### src/rtl/rv32_mem_arbiter.sv
// Single-port memory arbiter for an RV32I core: fetch (I) and load/store (D) share one
// memory port, one transaction in flight, D-priority with a bounded D streak and a response timeout.
module rv32_mem_arbiter #(
    parameter int XLEN         = 32,
    parameter int MAX_D_STREAK = 4,
    parameter int TIMEOUT      = 16,
    parameter int TW           = 8
) (
    input  logic            clk,
    input  logic            rst,
    input  logic            i_req,
    input  logic [XLEN-1:0] i_addr,
    output logic            i_done,
    output logic [XLEN-1:0] i_rdata,
    input  logic            d_req,
    input  logic            d_we,
    input  logic [XLEN-1:0] d_addr,
    input  logic [XLEN-1:0] d_wdata,
    input  logic [3:0]      d_wstrb,
    output logic            d_done,
    output logic [XLEN-1:0] d_rdata,
    output logic            err,
    output logic            mem_req,
    output logic            mem_we,
    output logic [XLEN-1:0] mem_addr,
    output logic [XLEN-1:0] mem_wdata,
    output logic [3:0]      mem_wstrb,
    input  logic            mem_gnt,
    input  logic            mem_rvalid,
    input  logic [XLEN-1:0] mem_rdata,
    output logic            busy,
    output logic            owner
);

    typedef enum logic [1:0] {
        IDLE = 2'd0,
        REQ  = 2'd1,
        RESP = 2'd2,
        DONE = 2'd3
    } state_t;

    localparam int SW = $clog2(MAX_D_STREAK + 1);
    localparam logic [SW-1:0] STREAK_MAX = SW'(MAX_D_STREAK);
    localparam logic [TW-1:0] TMO_LAST   = TW'(TIMEOUT - 1);

    state_t            state_reg,     state_next;
    logic [SW-1:0]     streak_reg,    streak_next;
    logic [TW-1:0]     tmo_reg,       tmo_next;
    logic              mem_req_reg,   mem_req_next;
    logic              mem_we_reg,    mem_we_next;
    logic [XLEN-1:0]   mem_addr_reg,  mem_addr_next;
    logic [XLEN-1:0]   mem_wdata_reg, mem_wdata_next;
    logic [3:0]        mem_wstrb_reg, mem_wstrb_next;
    logic              i_done_reg,    i_done_next;
    logic              d_done_reg,    d_done_next;
    logic              err_reg,       err_next;
    logic [XLEN-1:0]   i_rdata_reg,   i_rdata_next;
    logic [XLEN-1:0]   d_rdata_reg,   d_rdata_next;
    logic              busy_reg,      busy_next;
    logic              owner_reg,     owner_next;

    logic              resp_ok;
    logic              resp_tmo;

    always_ff @(posedge clk) begin
        if (rst) begin
            state_reg     <= IDLE;
            streak_reg    <= '0;
            tmo_reg       <= '0;
            mem_req_reg   <= 1'b0;
            mem_we_reg    <= 1'b0;
            mem_addr_reg  <= '0;
            mem_wdata_reg <= '0;
            mem_wstrb_reg <= 4'h0;
            i_done_reg    <= 1'b0;
            d_done_reg    <= 1'b0;
            err_reg       <= 1'b0;
            i_rdata_reg   <= '0;
            d_rdata_reg   <= '0;
            busy_reg      <= 1'b0;
            owner_reg     <= 1'b0;
        end else begin
            state_reg     <= state_next;
            streak_reg    <= streak_next;
            tmo_reg       <= tmo_next;
            mem_req_reg   <= mem_req_next;
            mem_we_reg    <= mem_we_next;
            mem_addr_reg  <= mem_addr_next;
            mem_wdata_reg <= mem_wdata_next;
            mem_wstrb_reg <= mem_wstrb_next;
            i_done_reg    <= i_done_next;
            d_done_reg    <= d_done_next;
            err_reg       <= err_next;
            i_rdata_reg   <= i_rdata_next;
            d_rdata_reg   <= d_rdata_next;
            busy_reg      <= busy_next;
            owner_reg     <= owner_next;
        end
    end

    // A response completes the transaction; otherwise the timeout may fire on the same edge,
    // in which case the real response takes precedence.
    always_comb begin
        resp_ok  = 1'b0;
        resp_tmo = 1'b0;
        if (state_reg == REQ) begin
            resp_ok = mem_gnt && mem_rvalid;
        end else if (state_reg == RESP) begin
            resp_ok = mem_rvalid;
        end
        if ((state_reg == REQ) || (state_reg == RESP)) begin
            resp_tmo = (TIMEOUT != 0) && (tmo_reg == TMO_LAST) && !resp_ok;
        end
    end

    always_comb begin
        state_next     = state_reg;
        streak_next    = streak_reg;
        tmo_next       = tmo_reg;
        mem_req_next   = mem_req_reg;
        mem_we_next    = mem_we_reg;
        mem_addr_next  = mem_addr_reg;
        mem_wdata_next = mem_wdata_reg;
        mem_wstrb_next = mem_wstrb_reg;
        i_done_next    = 1'b0;
        d_done_next    = 1'b0;
        err_next       = 1'b0;
        i_rdata_next   = i_rdata_reg;
        d_rdata_next   = d_rdata_reg;
        owner_next     = owner_reg;

        case (state_reg)
            IDLE: begin
                if (i_req || d_req) begin
                    state_next   = REQ;
                    mem_req_next = 1'b1;
                    tmo_next     = '0;
                    if (i_req && (!d_req || (streak_reg == STREAK_MAX))) begin
                        owner_next     = 1'b0;
                        mem_we_next    = 1'b0;
                        mem_addr_next  = i_addr;
                        mem_wdata_next = '0;
                        mem_wstrb_next = 4'h0;
                        streak_next    = '0;
                    end else begin
                        owner_next     = 1'b1;
                        mem_we_next    = d_we;
                        mem_addr_next  = d_addr;
                        mem_wdata_next = d_wdata;
                        mem_wstrb_next = d_we ? d_wstrb : 4'h0;
                        // The streak only matters while a fetch is actually waiting.
                        if (!i_req) begin
                            streak_next = '0;
                        end else if (streak_reg != STREAK_MAX) begin
                            streak_next = streak_reg + 1'b1;
                        end
                    end
                end
            end

            REQ, RESP: begin
                tmo_next = tmo_reg + 1'b1;
                if (resp_ok) begin
                    state_next   = DONE;
                    mem_req_next = 1'b0;
                    if (!owner_reg) begin
                        i_done_next  = 1'b1;
                        i_rdata_next = mem_rdata;
                    end else begin
                        d_done_next = 1'b1;
                        if (!mem_we_reg) begin
                            d_rdata_next = mem_rdata;
                        end
                    end
                end else if (resp_tmo) begin
                    state_next   = DONE;
                    mem_req_next = 1'b0;
                    err_next     = 1'b1;
                    if (!owner_reg) begin
                        i_done_next  = 1'b1;
                        i_rdata_next = '0;
                    end else begin
                        d_done_next  = 1'b1;
                        d_rdata_next = '0;
                    end
                end else if ((state_reg == REQ) && mem_gnt) begin
                    state_next   = RESP;
                    mem_req_next = 1'b0;
                end
            end

            DONE: begin
                state_next = IDLE;
            end

            default: begin
                state_next   = IDLE;
                mem_req_next = 1'b0;
            end
        endcase

        busy_next = (state_next != IDLE);
    end

    assign i_done    = i_done_reg;
    assign i_rdata   = i_rdata_reg;
    assign d_done    = d_done_reg;
    assign d_rdata   = d_rdata_reg;
    assign err       = err_reg;
    assign mem_req   = mem_req_reg;
    assign mem_we    = mem_we_reg;
    assign mem_addr  = mem_addr_reg;
    assign mem_wdata = mem_wdata_reg;
    assign mem_wstrb = mem_wstrb_reg;
    assign busy      = busy_reg;
    assign owner     = owner_reg;

endmodule

### config.mk
export PLATFORM = sky130hd
export DESIGN_NAME = rv32_mem_arbiter
export DESIGN_NICKNAME = d
export VERILOG_FILES = /design/src/rtl/rv32_mem_arbiter.sv
export SDC_FILE = /design/constraint.sdc
export NUM_CORES = 1
export LEC_CHECK = 0
export CAP_MARGIN = 10
export CORE_MARGIN = 2
export CORE_UTILIZATION = 35
export CTS_CLUSTER_SIZE = 28
export DETAILED_ROUTE_END_ITERATION = 10
export GPL_ROUTABILITY_DRIVEN = 0
export HOLD_SLACK_MARGIN = 0.15
export PLACE_DENSITY_LB_ADDON = 0.12
export SLEW_MARGIN = 20
export SYNTH_ARGS = -nofsm -noshare
export SYNTH_HDL_FRONTEND = slang
export SYNTH_SLANG_ARGS = --single-unit
### constraint.sdc
create_clock -name clk -period 2.3 [get_ports clk]
set_input_delay 0.69 -clock clk [delete_from_list [all_inputs] [get_ports clk]]
set_output_delay 0.69 -clock clk [all_outputs]
set_load 0.01 [all_outputs]
==> reports/metrics.cfg <==
[synth]
yosysTopAreaCellShare_pct = 53.0
syn_nets = 719
synth-seq-cells = 152
avgSynthCellArea_um2 = 10.0
yosys_warnings = 0
synthTopCellsByArea = dfxtp_1 (53%), a21oi_1 (6.5%), a32o_1 (5.6%)
async_reset_ff_share_pct = 0
synth_area_um2 = 5750
netlist_instances = 573
synth-edff-count = 0
synth-main-ff-cell = dfxtp_1
post-synth-top-area-cell = dfxtp_1
yosysSeqAreaShare_pct = 53.0
synthDistinctLibCells = 49

[clocking]
root_buffer = clkbuf_16
post-cts-setup-buffers = 0
htree_num_levels = 4
clock_latency_ns = 0.42
clkTransAtPathRegs_ns = 0.07
cts_buffer_depth = 2
holdBufCountCts = 0
cts_tree = built
cts_made_buffers = 17
clock_sinks = 152

[power]
p_sw_share_pct = 26.8
p_leak_nw = 3.59
total_power_w = 0.00679
clockPowerShare_pct = 41.2
pwr-share-comb_pct = 16.8
seq_power_share_pct = 42.1
power.internal_w = 0.00497
switchingPower_w = 0.00182
ir_worst_vdd_mv = 0.537
p_per_area_nw_per_um2 = 720

[route]
drt-initial-drc-count = 318
wire_per_inst_um = 16.9
viasPerCell = 5.08
via_count = 5448
wirelength_um = 18100
drtPass1Iterations = 5
remaining_drc_errors = 0
detail-route-antenna-nets = 0

[floorplanning]
coreArea_um2 = 15900
dieArea_um2 = 17500
start_util_pct = 36.0
rows = 46
die_x_um = 132
fp.dieH_um = 132
io_pins = 278

[timing]
hold_violations = 0
setup_viol = 0
worst_pin_slew_ns = 0.502
fin_ws_ns = 0.127
finalClockSkew_ns = 0.00875
max_slew_margin_pct = 66.5
rsz0062_at_grt = no
slew_viol_final = 0
fin_crit_ns = 2.17
min_period_over_period_pct = 94.5
fmax_ghz = 0.460

[critical_path]
crit_arrival_ns = 1.48
cp.required_ns = 1.61
cp_slowest_stage_delay_ns = 0.62
rr_worst_depth = 7
crit_slowest_cell = clkdlybuf4s50_1
worstSetupEndpointType = output pin
critical_path.top_delay_family = buffers and inverters
cp.depth = 1
start_kind = register
critPathKind = reg -> out
crit_buf_inv = 1
path_cells = clkdlybuf4s50_1
crit_fanout = 4

[grt]
grt_pass1_vias = 5392
track_usage_pct = 20.6
antenna_found_initial = 0
grt_max_degree = 66
grt_pass1_wl_um = 28900
overflow = 0

[hold_path]
holdPathStages = 2
hp-class = reg -> reg

[cells_and_area]
syn_to_final_growth_pct = 64.1
post_route_cells_drive_above_1_share_pct = 8.41
finalNetCount = 989
fillers = 1329
fin_util_pct = 59.1
diodes = 0

[place]
place_ws_ns = -0.0953
io_buffers = 277
dpl.hpwl_um = 12900

[flow_run]
maxCapViolations = 0

[status]
outcome = completed

-- final timing paths --
check | startpoint | end | slack [ns]
setup reg to reg | state_reg[0]$_SDFF_PP0_ | d_rdata[15]$_SDFFE_PP0P_ | 0.13
hold reg to reg | mem_wdata[18]$_SDFFE_PP0P_ | mem_wdata[18]$_SDFFE_PP0P_ | 0.45
hold / removal | mem_wdata[18]$_SDFFE_PP0P_ | mem_wdata[18]$_SDFFE_PP0P_ | 0.45
setup / recovery | mem_we$_SDFFE_PP0P_ | mem_we | 0.13
-- worst min-delay path, delay by kind of cell, from the launching register on --
| family | cells | cell delay [ns] |
|---|---|---|
| AOI/OAI and AO/OA | 1 | 0.05 |
| DFF | 1 | 0.31 |
| and+or+nand+nor | 1 | 0.05 |
-- power groups by stage --
stage	logic, W	registers [W]	clock network (W)
4_1_cts	0.00115	0.00286	0.00286
3_3_place_gp	0.00113	0.00291	0
3_5_place_dp	0.00114	0.00291	0
2_1_floorplan	0.000405	0.00297	0
6_report	0.00114	0.00286	0.00279
5_1_grt	0.00122	0.00287	0.00298
-- Yosys cell counts, types with 2 or more instances --
master and count:
inv_1 8, a31oi_1 2, a21o_1 2, a21oi_1 75
nand2_1 45, and2_1 2, buf_2 13, o21ai_1 2
buf_4 3, a22o_1 32, mux2i_1 32, nor2b_1 3
clkbuf_1 26, nand4b_1 2, dfxtp_1 152, nor4b_1 2
ha_1 7, buf_1 2, o211ai_1 2, nand3_1 36
nand4_1 9, xnor2_1 6, o21ai_0 32, nor3_1 4
nor2_1 12, buf_6 7, a32o_1 32, nor4_1 2
-- routing by layer --
metal,vias up,global-route usage [%],part of all wire [%]
met5,-,0,0
met4,0,6.76,1.3
met3,13,8.61,10
met2,242,33.7,47
met1,2544,24.6,41
li1,2649,-,-
-- cell usage in the layout (no fill, tap or decap), types with 2 or more instances in the layout --
cell             count
a21o_1               2
a21oi_1             75
a22o_1              32
a31oi_1              2
a32o_1              32
and2_1               2
buf_12               8
buf_4               17
clkbuf_16           17
clkdlybuf4s50_1    276
clkinv_4             2
clkinvlp_4           2
dfxtp_1            152
ha_1                 7
inv_1                7
inv_6                5
inv_8                4
mux2i_1             32
nand2_1             45
nand3_1             36
nand4_1              9
nand4b_1             2
nor2_1              12
nor2b_1              2
nor3_1               3
nor4_1               2
nor4b_1              2
o211ai_1             2
o21ai_0             32
xnor2_1              6
-- metrics by stage --
step / TNS, ns / cells / hold slack, ns / area (µm²)
floorplan: 0 / 573 / 0.449 / 5750
global placement: -0.00844 / 1040 / 0.438 / 8830
detailed placement: -1.72 / 1040 / 0.444 / 8830
CTS: 0 / 1072 / 0.451 / 9420
global route: 0 / 1072 / 0.463 / 9430
finish: 0 / 1072 / 0.450 / 9430
-- layout make-up --
| class | instances | area [µm²] | share of cell area, % |
|---|---|---|---|
| timing repair buffer | 302 | 3060 | 32.4 |
| clock buffer | 18 | 439 | 4.66 |
| sequential | 152 | 3040 | 32.3 |
| multi-input combinational | 362 | 2440 | 25.9 |
| clock inverter | 14 | 151 | 1.61 |
| inverter | 8 | 30.0 | 0.318 |
| tap | 216 | 270 | 2.87 |
-- what timing repair did --
| action | in CTS | in global routing |
|---|---|---|
| resized for setup | 0 | 1 |
| endpoints found under the hold margin | 0 | 0 |
| setup endpoints to repair | 0 | 12 |
-- cells by family after synthesis --
kind of cell / synth area share, %
buffers and inverters: 5.25
flip-flops: 53.0
multiplexers: 5.77
AO/OA/AOI/OAI: 22.7
XOR/XNOR: 0.914
adder cells (fa/ha/maj): 1.52
AND/OR/NAND/NOR: 10.9
No activity file was read; power rests on OpenSTA's default activity.
